<file path="src/rtl/lts_capture_ctrl_if.sv">
// AXI-Stream bundle for the LTS capture path: 32-bit {I[15:0],Q[15:0]} data with tlast.
interface lts_capture_ctrl_if;
    logic        tvalid;
    logic        tready;
    logic        tlast;
    logic [31:0] tdata;

    modport master (output tvalid, output tlast, output tdata, input tready);
    modport slave  (input tvalid, input tlast, input tdata, output tready);
endinterface

</file>
<file path="src/rtl/lts_capture_ctrl.sv">
// Capture sequencer between lts_extractor and the CSI DMA stream.
// Optional LTS_CAPTURE_HEADER_EN prefixes each frame with {16'hC510, capture index}.
module lts_capture_ctrl #(
    parameter int unsigned LTS_LEN        = 128,
    parameter int unsigned TIMEOUT_CYCLES = 4096,
    parameter int unsigned CNT_W          = 16
) (
    input  logic               clk_in,
    input  logic               rst_n_in,
    input  logic               arm_in,
    input  logic               abort_in,
    input  logic [CNT_W-1:0]   num_captures_in,
    input  logic [CNT_W-1:0]   holdoff_in,
    output logic               extractor_rst_out,
    lts_capture_ctrl_if.slave  lts_axis,
    lts_capture_ctrl_if.master m_axis,
    output logic               busy_out,
    output logic               done_out,
    output logic [CNT_W-1:0]   capture_cnt_out,
    output logic [2:0]         error_out
);

    localparam int unsigned      TO_W  = $clog2(TIMEOUT_CYCLES + 1);
    localparam logic [TO_W-1:0]  TO_L  = TO_W'(TIMEOUT_CYCLES);
    localparam logic [15:0]      LEN_L = 16'(LTS_LEN);

    typedef enum logic [2:0] {
        IDLE,
        HOLDOFF,
        ARMED,
`ifdef LTS_CAPTURE_HEADER_EN
        HEADER,
`endif
        STREAM,
        DRAIN,
        FLUSH
    } state_t;

    state_t           state_q, state_d;
    logic [CNT_W-1:0] cfg_num_q, cfg_num_d;
    logic [CNT_W-1:0] cfg_hold_q, cfg_hold_d;
    logic [CNT_W-1:0] hold_cnt_q, hold_cnt_d;
    logic [15:0]      beat_cnt_q, beat_cnt_d;
    logic [TO_W-1:0]  to_cnt_q, to_cnt_d;
    logic [CNT_W-1:0] cnt_q, cnt_d;
    logic [2:0]       err_q, err_d;
    logic             mv_q, mv_d;
    logic             ml_q, ml_d;
    logic [31:0]      md_q, md_d;
    logic             done_q, done_d;

    logic             slot_free;
    logic             timed_out;
    logic             in_ready;
    logic             accept;
    logic             frame_end;
    logic [15:0]      beat_next;

    function automatic logic [CNT_W-1:0] at_least_one(input logic [CNT_W-1:0] v);
        return (v == '0) ? CNT_W'(1) : v;
    endfunction

    assign slot_free = !mv_q || m_axis.tready;
    assign timed_out = (to_cnt_q == TO_L);
    assign accept    = lts_axis.tvalid && in_ready;
    assign beat_next = (state_q == STREAM) ? beat_cnt_q + 16'd1 : 16'd1;

    // With the header enabled, ARMED holds the first sample upstream until the header is queued.
    always_comb begin
        in_ready = 1'b0;
        case (state_q)
`ifndef LTS_CAPTURE_HEADER_EN
            ARMED:   in_ready = slot_free;
`endif
            STREAM:  in_ready = slot_free && !timed_out;
            DRAIN:   in_ready = 1'b1;
            default: in_ready = 1'b0;
        endcase
    end

    always_comb begin
        state_d    = state_q;
        cfg_num_d  = cfg_num_q;
        cfg_hold_d = cfg_hold_q;
        hold_cnt_d = hold_cnt_q;
        beat_cnt_d = beat_cnt_q;
        to_cnt_d   = to_cnt_q;
        cnt_d      = cnt_q;
        err_d      = err_q;
        mv_d       = mv_q && !m_axis.tready;
        ml_d       = ml_q;
        md_d       = md_q;
        done_d     = 1'b0;
        frame_end  = 1'b0;

        case (state_q)
            IDLE: begin
                if (arm_in) begin
                    cfg_num_d  = num_captures_in;
                    cfg_hold_d = holdoff_in;
                    hold_cnt_d = at_least_one(holdoff_in);
                    cnt_d      = '0;
                    err_d      = '0;
                    state_d    = HOLDOFF;
                end
            end
            HOLDOFF: begin
                beat_cnt_d = '0;
                to_cnt_d   = '0;
                if (hold_cnt_q <= CNT_W'(1)) state_d = ARMED;
                else                         hold_cnt_d = hold_cnt_q - CNT_W'(1);
            end
            ARMED: begin
`ifdef LTS_CAPTURE_HEADER_EN
                if (lts_axis.tvalid) state_d = HEADER;
`endif
            end
`ifdef LTS_CAPTURE_HEADER_EN
            HEADER: begin
                if (slot_free) begin
                    mv_d    = 1'b1;
                    md_d    = {16'hC510, 16'(cnt_q)};
                    ml_d    = 1'b0;
                    state_d = STREAM;
                end
            end
`endif
            STREAM: begin
                if (timed_out) begin
                    if (slot_free) begin
                        mv_d      = 1'b1;
                        md_d      = '0;
                        ml_d      = 1'b1;
                        err_d[2]  = 1'b1;
                        frame_end = 1'b1;
                    end
                end else if (!accept) begin
                    to_cnt_d = to_cnt_q + TO_W'(1);
                end
            end
            DRAIN: begin
                if (accept && lts_axis.tlast) frame_end = 1'b1;
            end
            FLUSH: begin
                if (!mv_q) begin
                    done_d  = 1'b1;
                    state_d = IDLE;
                end
            end
            default: state_d = IDLE;
        endcase

        // Sample path shared by ARMED and STREAM: forward, count and police frame length.
        if (accept && state_q != DRAIN) begin
            beat_cnt_d = beat_next;
            to_cnt_d   = '0;
            mv_d       = 1'b1;
            md_d       = lts_axis.tdata;
            ml_d       = 1'b0;
            state_d    = STREAM;
            if (beat_next == LEN_L) begin
                ml_d = 1'b1;
                if (!lts_axis.tlast) begin
                    err_d[1] = 1'b1;
                    state_d  = DRAIN;
                end else begin
                    frame_end = 1'b1;
                end
            end else if (lts_axis.tlast) begin
                ml_d      = 1'b1;
                err_d[0]  = 1'b1;
                frame_end = 1'b1;
            end
        end

        if (frame_end) begin
            cnt_d = (cnt_q == '1) ? cnt_q : cnt_q + CNT_W'(1);
            if (cfg_num_q != '0 && cnt_d == cfg_num_q) begin
                state_d = FLUSH;
            end else begin
                state_d    = HOLDOFF;
                hold_cnt_d = at_least_one(cfg_hold_q);
            end
        end

        if (abort_in) begin
            state_d = IDLE;
            mv_d    = 1'b0;
            done_d  = 1'b0;
            cnt_d   = cnt_q;
            err_d   = err_q;
        end
    end

    always_ff @(posedge clk_in or negedge rst_n_in) begin
        if (!rst_n_in) begin
            state_q    <= IDLE;
            cfg_num_q  <= '0;
            cfg_hold_q <= '0;
            hold_cnt_q <= '0;
            beat_cnt_q <= '0;
            to_cnt_q   <= '0;
            cnt_q      <= '0;
            err_q      <= '0;
            mv_q       <= 1'b0;
            ml_q       <= 1'b0;
            md_q       <= '0;
            done_q     <= 1'b0;
        end else begin
            state_q    <= state_d;
            cfg_num_q  <= cfg_num_d;
            cfg_hold_q <= cfg_hold_d;
            hold_cnt_q <= hold_cnt_d;
            beat_cnt_q <= beat_cnt_d;
            to_cnt_q   <= to_cnt_d;
            cnt_q      <= cnt_d;
            err_q      <= err_d;
            mv_q       <= mv_d;
            ml_q       <= ml_d;
            md_q       <= md_d;
            done_q     <= done_d;
        end
    end

    assign extractor_rst_out = (state_q == IDLE) || (state_q == HOLDOFF) || (state_q == FLUSH);
    assign busy_out          = (state_q != IDLE);
    assign done_out          = done_q;
    assign capture_cnt_out   = cnt_q;
    assign error_out         = err_q;
    assign lts_axis.tready   = in_ready;
    assign m_axis.tvalid     = mv_q;
    assign m_axis.tlast      = ml_q;
    assign m_axis.tdata      = md_q;

endmodule

</file>
<file path="src/flat_wrapper.sv">
// flat-port wrapper written by rule: the top's interface ports become plain ports
module lts_capture_ctrl_flat 
#(
    parameter int unsigned LTS_LEN        = 128,
    parameter int unsigned TIMEOUT_CYCLES = 4096,
    parameter int unsigned CNT_W          = 16
)
  (clk_in, rst_n_in, arm_in, abort_in, num_captures_in, holdoff_in, extractor_rst_out, busy_out, done_out, capture_cnt_out, error_out, lts_axis_tvalid, lts_axis_tlast, lts_axis_tdata, lts_axis_tready, m_axis_tvalid, m_axis_tlast, m_axis_tdata, m_axis_tready);
  lts_capture_ctrl_if lts_axis_i ();
  lts_capture_ctrl_if m_axis_i ();
  input  logic clk_in;
  input  logic rst_n_in;
  input  logic arm_in;
  input  logic abort_in;
  input  logic [CNT_W-1:0] num_captures_in;
  input  logic [CNT_W-1:0] holdoff_in;
  output logic extractor_rst_out;
  output logic busy_out;
  output logic done_out;
  output logic [CNT_W-1:0] capture_cnt_out;
  output logic [2:0] error_out;
  input wire logic [$bits(lts_axis_i.tvalid)-1:0] lts_axis_tvalid;
  input wire logic [$bits(lts_axis_i.tlast)-1:0] lts_axis_tlast;
  input wire logic [$bits(lts_axis_i.tdata)-1:0] lts_axis_tdata;
  output wire logic [$bits(lts_axis_i.tready)-1:0] lts_axis_tready;
  output wire logic [$bits(m_axis_i.tvalid)-1:0] m_axis_tvalid;
  output wire logic [$bits(m_axis_i.tlast)-1:0] m_axis_tlast;
  output wire logic [$bits(m_axis_i.tdata)-1:0] m_axis_tdata;
  input wire logic [$bits(m_axis_i.tready)-1:0] m_axis_tready;
  assign lts_axis_i.tvalid = lts_axis_tvalid;
  assign lts_axis_i.tlast = lts_axis_tlast;
  assign lts_axis_i.tdata = lts_axis_tdata;
  assign lts_axis_tready = lts_axis_i.tready;
  assign m_axis_tvalid = m_axis_i.tvalid;
  assign m_axis_tlast = m_axis_i.tlast;
  assign m_axis_tdata = m_axis_i.tdata;
  assign m_axis_i.tready = m_axis_tready;
  lts_capture_ctrl #(.LTS_LEN(LTS_LEN), .TIMEOUT_CYCLES(TIMEOUT_CYCLES), .CNT_W(CNT_W)) u_core (.clk_in(clk_in), .rst_n_in(rst_n_in), .arm_in(arm_in), .abort_in(abort_in), .num_captures_in(num_captures_in), .holdoff_in(holdoff_in), .extractor_rst_out(extractor_rst_out), .lts_axis(lts_axis_i), .m_axis(m_axis_i), .busy_out(busy_out), .done_out(done_out), .capture_cnt_out(capture_cnt_out), .error_out(error_out));
endmodule
</file>
<file path="config.mk">
export PLATFORM = sky130hd
export DESIGN_NAME = lts_capture_ctrl_flat
export DESIGN_NICKNAME = d
export VERILOG_FILES = /design/src/rtl/lts_capture_ctrl_if.sv /design/src/rtl/lts_capture_ctrl.sv /design/src/flat_wrapper.sv
export SDC_FILE = /design/constraint.sdc
export NUM_CORES = 1
export LEC_CHECK = 0
export ABC_CLOCK_PERIOD_IN_PS = 3300
export CAP_MARGIN = 20
export CORE_MARGIN = 2
export CORE_UTILIZATION = 49
export DETAILED_ROUTE_END_ITERATION = 8
export HOLD_SLACK_MARGIN = 0.05
export PLACE_DENSITY_LB_ADDON = 0.25
export SETUP_SLACK_MARGIN = 0.3
export SYNTH_ARGS = -nofsm -noshare
export SYNTH_HDL_FRONTEND = slang
export SYNTH_SLANG_ARGS = --single-unit
</file>
<file path="constraint.sdc">
create_clock -name clk_in -period 3.3 [get_ports clk_in]
set_clock_uncertainty 0.1 [all_clocks]
set_input_delay 0.66 -clock clk_in [delete_from_list [all_inputs] [get_ports clk_in]]
set_output_delay 0.66 -clock clk_in [all_outputs]
set_load 0.005 [all_outputs]
</file>
==> reports/metrics.csv, run 1 <==
stage,metric,value,unit
status,status,completed,
yosys,muxShareOfSynthArea,4.03,%
pwr,leakage,0.00464,µW
grt,grt_pass1_wl,36600,µm
cts,clk_pin_slew,0.06,ns
timing,fmax,0.339,GHz
timing,worst_pin_slew,0.750,ns
place,portBuffers,127,
yosys,synth-async-reset-ratio,100,%
pwr,switching_share,36.2,%
grt,grt_max_degree,80,
cts,root_buffer,clkbuf_16,
pwr,power_frac_comb,37.9,%
grt,overflow,0,
yosys,ys_ff_latch,134,
die,start_util,50.3,%
routing,ant_nets,0,
grt,antenna_found_initial,0,
yosys,synth-seq-area-share,43.7,%
worst_setup_path,cp.arrival,3.16,ns
yosys,yosysMostFrequentCell,nand2_1,
timing,finalSetupTns,0,ns
worst_setup_path,critPathCaptureType,flop,
worst_setup_path,worst-path-max-fanout,8,
pwr,seqPwrFrac,34.9,%
routing,first_pass_iters,5,
yosys,synth_edf_count,0,
timing,grt_setup_unrepaired,false,
routing,wl,22900,µm
pwr,p_sw,2730,µW
cts,insertion_delay,0.42,ns
die,num_rows,45,
timing,fin_ws,0.348,ns
place,pre_cts_ws,0.0291,ns
yosys,synthSimpleGateAreaFrac,29.1,%
worst_setup_path,critPathRequiredTime,3.51,ns
pwr,p_per_area,720,nW/µm²
cts,cts_sinks,134,
flow_run,cap_violations,0,
die,dieArea,16700,µm²
routing,drt_iter0_markers,750,
yosys,synth_top_family_by_area,simple AND/OR/NAND/NOR gates,
layout,fill_cells,1265,
layout,nNetsFinal,1169,
pwr,ir_drop,549,µV
yosys,synth_fp_nets,997,
pwr,p_clk_share,27.2,%
layout,antenna_cells,0,
place,dp_hpwl,15600,µm
layout,layout-drive-gt1-share,15.9,%
yosys,syn_inst,920,
place,gp_congestion,0.995,
pwr,p_int,4810,µW
cts,cts_buffers,17,
timing,maxSlewViolCount,0,
die,coreArea,15300,µm²
yosys,syn-cell-area,7670,µm²
die,die_width,129,µm
yosys,yosysWarnings,0,
worst_setup_path,crit_path_start_kind,flop,
die,ios,128,
yosys,synth_compound_area_share,14.5,%
timing,finalHoldViolCount,0,
routing,remaining_drc_errors,0,
timing,max_slew_margin,50.0,%
timing,fin_crit_sh,89.5,%
grt,grt_use_total,27.9,%
cts,htreeDepth,4,
grt,grt_pass1_vias,7141,
layout,area_growth,36.5,%
die,chipHeight,129,µm
worst_setup_path,criticalPathCategory,flop to flop,
routing,viasPerCell,5.81,
hold_path,min_path_type,primary input to asynchronous set/reset pin,
yosys,synth_fa_ha_area_share,0.979,%
routing,wl_per_cell,17.4,µm
yosys,synth_common_cells,"223 x nand2_1, 134 x dfrtp_1, 63 x nand3_1",
yosys,syn_area_per_cell,8.33,µm²
yosys,yosysTopAreaCellShare,43.7,%
yosys,synth_cell_type_count,67,
yosys,synth_ff_type,dfrtp_1,
yosys,yosys.area.top_type,dfrtp_1,
timing,setup_violations,0,
cts,cts_hold_buf,0,
yosys,synth-xor-area-share,3.77,%
layout,final_util,68.6,%
yosys,synthTopCellsByArea,"dfrtp_1 44%, nand2_1 11%, nand3_1 4.1%, o21ai_0 3.7%, nor2_1 3.0%",
routing,vias,7642,
cts,cts_buffer_depth,2,
cts,cts_tree,yes,
timing,period_needed,2.95,ns
[power by group through the flow]
stage	clock network [µW]	logic (µW)	registers [µW]
floorplan	0	1650	2510
global placement	0	2720	2630
detailed placement	0	2760	2630
CTS	2080	2800	2610
global route	2150	3170	2690
finish	2050	2860	2630
[sequential cells by signal, summed over array words and instances (netlist names)]
| signal | flops |
|---|---|
| u_core.error_out | 3 |
| u_core.done_out | 1 |
| u_core.cfg_num_q | 16 |
| u_core.to_cnt_q | 13 |
| u_core.m_axis.tvalid | 1 |
| u_core.hold_cnt_q | 16 |
| u_core.state_q | 3 |
| u_core.capture_cnt_out | 16 |
| u_core.cfg_hold_q | 16 |
| u_core.m_axis.tdata | 32 |
| u_core.beat_cnt_q | 16 |
| u_core.m_axis.tlast | 1 |
[final cells by class]
cell class / count / area, µm² / area share [%]
timing repair buffer: 204 / 1920 / 18.4
inverter: 19 / 75.1 / 0.717
clock inverter: 13 / 198 / 1.89
multi-input combinational: 716 / 4200 / 40.1
tap: 211 / 264 / 2.52
clock buffer: 18 / 439 / 4.20
sequential: 134 / 3370 / 32.2
[path summary, 6_finish.rpt]
kind | start | to | slack (ns) | cells after the start
setup / recovery | u_core.capture_cnt_out[11] | u_core.hold_cnt_q[7] | 0.35 | 10
hold / removal | rst_n_in | u_core.to_cnt_q[5] | 0.17 | 1
setup reg to reg | u_core.capture_cnt_out[11] | u_core.hold_cnt_q[7] | 0.35 | 10
hold reg to reg | u_core.m_axis.tdata[9] | u_core.m_axis.tdata[9] | 0.40 | 2
max in group asynchronous | rst_n_in | u_core.m_axis.tdata[11] | 2.22 | 2
min in group clk_in | u_core.m_axis.tdata[9] | u_core.m_axis.tdata[9] | 0.40 | 2
[cells by family (layout without fill, tap and decap cells)]
group                      Yosys count  in the layout
buffers and inverters               71            254
DFF                                134            134
and+or+nand+nor                    477            478
AOI/OAI and AO/OA                  173            173
xor gates and xnor gates            33             33
muxes                               26             26
adders and majority gates            6              6
[cell usage in the layout (no fill, tap or decap), types with 9 or more instances in the layout]
cell type,Yosys,final
nand2_1,223,221
nand3_1,63,61
inv_1,18,18
o211ai_1,9,9
buf_4,0,71
mux2i_1,11,11
nor2_1,61,60
nor4_1,24,19
clkdlybuf4s50_1,0,126
a21oi_1,36,35
clkbuf_16,0,18
dfrtp_2,0,14
dfrtp_1,134,120
a31oi_1,11,11
nor3_1,29,27
xor2_1,16,16
xnor2_1,17,17
and3_1,9,9
o21ai_0,56,56
nand4_1,18,18
[routing by layer]
| layer | track usage, % | up-vias | wire length, µm |
|---|---|---|---|
| met5 | 0 | - | 0 |
| met4 | 8.50 | 0 | 431 |
| met3 | 5.78 | 41 | 1390 |
| met2 | 43.7 | 281 | 10500 |
| met1 | 39.3 | 3699 | 10700 |
| li1 | - | 3621 | - |
[per-stage QoR]
| step | power (µW) | area [µm²] | cells | hold WS, ns |
|---|---|---|---|---|
| after detailed placement | 5380 | 9430 | 1257 | 0.383 |
| after global routing | 8000 | 10500 | 1315 | 0.239 |
| final | 7540 | 10500 | 1315 | 0.172 |
| after floorplan | 4160 | 7680 | 920 | 0.264 |
| after global placement | 5350 | 9430 | 1257 | 0.362 |
| after CTS | 7490 | 10200 | 1294 | 0.212 |
[repair_timing]
item	in CTS	in global routing
endpoints found under the setup margin	17	23
pin swaps	5	6
endpoints found under the hold margin	0	0
gates cloned	0	2
setup buffers	6	19
gates resized for setup	16	29
[worst max-delay path, cell delays in order (launching register included)]
cell	delay, ns
dfrtp_2	0.48
buf_4	0.19
nand2_1	0.12
nor4_2	0.07
or4_4	0.46
xnor2_1	0.16
a221oi_1	0.20
o211ai_1	0.25
o21ai_4	0.29
clkbuf_16	0.21
mux2_4	0.30
Note: power is estimated with default switching activity, not from simulation.
==> run 2: changes to the inputs <==
--- a/config.mk
+++ b/config.mk
@@ -8,7 +8,7 @@
 export ABC_CLOCK_PERIOD_IN_PS = 3300
 export CAP_MARGIN = 20
 export CORE_MARGIN = 2
-export CORE_UTILIZATION = 49
+export CORE_UTILIZATION = 31
 export DETAILED_ROUTE_END_ITERATION = 8
 export HOLD_SLACK_MARGIN = 0.05
 export PLACE_DENSITY_LB_ADDON = 0.25
==> run 2 against run 1 <==
Against the previous run:
- design area is 1.1% lower
- total power is 2.0% lower
- routed wire length is 3.9% higher
- sequential cell count stayed put
- non-clock buffer count is 14 lower
- count of clock-buffer cells in the layout stayed put
- cell count is 7.5% higher
- first-iteration DRC count is 31% lower
- register-to-register slack worse by 0.04 ns
- critical path type unchanged
- highest routed layer unchanged
==> reports/metrics.csv, run 2 (synthesis results as in run 1) <==
stage,metric,value,unit,change
cts,clk_pin_slew,0.06,ns,about the same
die,dieArea,26000,µm²,"was 16,700 µm²"
routing,wl_per_cell,16.9,µm,was 17.4 µm
die,coreArea,24300,µm²,"was 15,300 µm²"
status,status,completed,,unchanged
timing,finalHoldViolCount,0,,unchanged
die,die_width,161,µm,was 129 µm
place,portBuffers,127,,unchanged
die,start_util,31.5,%,was 50.3%
routing,ant_nets,0,,unchanged
routing,drt_iter0_markers,517,,was 750
layout,final_util,42.6,%,was 68.6%
timing,fin_crit_sh,90.7,%,was 89.5%
pwr,power_frac_comb,37.8,%,was 37.9%
layout,finalNonFillerCells,1414,,"was 1,315"
layout,largest_reg_flops,32,,unchanged
die,chipHeight,161,µm,was 129 µm
worst_setup_path,r2r_start,u_core.capture_cnt_out[3],,was u_core.capture_cnt_out[11]
layout,mostFrequentLayoutCell,nand2_1,,unchanged
worst_setup_path,startpoint,u_core.capture_cnt_out[3],,was u_core.capture_cnt_out[11]
timing,period_needed,2.99,ns,was 2.95 ns
pwr,p_int,4700,µW,was 4810 µW
grt,overflow,0,,unchanged
layout,layout-drive-gt1-share,12.8,%,was 15.9%
layout,final_cell_mix,"222 x nand2_1, 126 x clkdlybuf4s50_1, 125 x dfrtp_1",,"was 221 x nand2_1, 126 x clkdlybuf4s50_1, 120 x dfrtp_1"
pwr,p_per_area,714,nW/µm²,was 720 nW/µm²
cts,cts_buffers,17,,unchanged
worst_setup_path,worst-path-max-fanout,16,,was 8
pwr,switching_share,36.5,%,was 36.2%
routing,first_pass_iters,5,,unchanged
cts,cts_tree,yes,,unchanged
pwr,p_clk_share,26.7,%,was 27.2%
grt,grt_pass1_vias,7096,,"was 7,141"
pwr,ir_drop,371,µV,was 549 µV
hold_path,min_path_type,flop to flop,,was primary input to asynchronous set/reset pin
routing,vias,7364,,"was 7,642"
layout,antenna_cells,0,,unchanged
hold_path,worstHoldStart,u_core.cfg_hold_q[0],,
pwr,p_sw,2690,µW,was 2730 µW
place,gp_congestion,0.904,,was 0.995
worst_setup_path,cp.arrival,3.20,ns,was 3.16 ns
grt,grt_use_total,18.6,%,was 27.9%
worst_setup_path,criticalPathCategory,flop to flop,,unchanged
place,dp_hpwl,16900,µm,"was 15,600 µm"
cts,insertion_delay,0.43,ns,was 0.42 ns
cts,root_buffer,clkbuf_16,,unchanged
timing,fmax,0.334,GHz,was 0.339 GHz
timing,finalSetupTns,0,ns,unchanged
layout,area_growth,35.0,%,was 36.5%
layout,multi_input_area,4110,µm²,was 4200 µm²
cts,cts_sinks,134,,unchanged
routing,wl,23900,µm,"was 22,900 µm"
routing,viasPerCell,5.21,,was 5.81
grt,grt_pass1_wl,38600,µm,"was 36,600 µm"
die,num_rows,57,,was 45
cts,htreeDepth,4,,unchanged
grt,grt_max_degree,64,,was 80
routing,remaining_drc_errors,0,,unchanged
layout,nNetsFinal,1154,,"was 1,169"
pwr,leakage,0.00449,µW,was 0.00464 µW
timing,maxSlewViolCount,0,,unchanged
timing,max_slew_margin,50.9,%,was 50.0%
flow_run,cap_violations,0,,unchanged
worst_setup_path,critPathCaptureType,flop,,unchanged
timing,setup_violations,0,,unchanged
cts,cts_buffer_depth,2,,unchanged
die,ios,128,,unchanged
timing,grt_setup_unrepaired,true,,was false
worst_setup_path,critPathRequiredTime,3.51,ns,about the same
layout,fill_cells,2375,,"was 1,265"
layout,register_area,3360,µm²,was 3370 µm²
pwr,seqPwrFrac,35.6,%,was 34.9%
timing,worst_pin_slew,0.733,ns,was 0.750 ns
place,place_inst,1368,,"was 1,257"
worst_setup_path,crit_path_start_kind,flop,,unchanged
grt,antenna_found_initial,0,,unchanged
==> run 2: area by class of cell <==
cell class                      instances  area share (%)
Timing Repair Buffer                  190            17.4
Inverter                               19           0.689
Clock inverter                         14            1.70
Clock buffer                           18            4.15
Multi-Input combinational cell        715            39.7
Sequential cell                       134            32.5
Tap cell                              324            3.92
==> run 2: routing by layer <==
metal / track usage, % / up-vias / wire, µm
met5: 0 / - / 0
met4: 6.33 / 0 / 442
met3: 2.65 / 31 / 1040
met2: 29.3 / 195 / 11000
met1: 26.3 / 3530 / 11400
li1: - / 3608 / -
==> run 2: worst paths after layout <==
check                           slack, ns  cells past startpoint                      end
worst max-delay path                 0.31                     10    u_core.hold_cnt_q[15]
worst min-delay path                 0.38                      2     u_core.cfg_hold_q[0]
worst max register to register       0.31                     10    u_core.hold_cnt_q[15]
worst min register to register       0.38                      2     u_core.cfg_hold_q[0]
max in group asynchronous            1.66                      3    u_core.cfg_hold_q[10]
min in group asynchronous            0.62                      2  u_core.m_axis.tdata[29]
==> run 2: per-stage QoR <==
step / power (µW) / cell area, µm² / hold WS, ns / setup slack [ns]
global placement: 5370 / 9560 / 0.372 / 0.135
detailed placement: 5390 / 9560 / 0.374 / 0.0691
global route: 7920 / 10400 / 0.418 / 0.140
finish: 7390 / 10400 / 0.380 / 0.306
CTS: 7430 / 10200 / 0.388 / 0.303
floorplan: 4160 / 7680 / 0.264 / 0.324
==> run 2: worst max-delay path, stage by stage (launching register included) <==
cell and delay (ns):
dfrtp_1 0.47, buf_4 0.20, nand3_1 0.13, or4_1 0.53
a21oi_1 0.17, a31oi_1 0.07, a211oi_2 0.23, nand4_1 0.21
o21ai_4 0.23, buf_12 0.18, mux2_2 0.34
==> run 2: what timing repair did <==
item,CTS,global route
hold buffers,1,0
endpoints found under the setup margin,18,20
pin swaps,2,3
resized for setup,10,11
hold endpoints to repair,26,0
cloned,0,0
buffers inserted,2,11
==> run 2: power by group through the flow <==
| stage | logic (µW) | clock network [µW] | registers, µW |
|---|---|---|---|
| 5_1_grt | 3130 | 2100 | 2690 |
| 3_3_place_gp | 2730 | 0 | 2640 |
| 2_1_floorplan | 1650 | 0 | 2510 |
| 3_5_place_dp | 2750 | 0 | 2640 |
| 6_report | 2790 | 1970 | 2630 |
| 4_1_cts | 2790 | 2020 | 2620 |
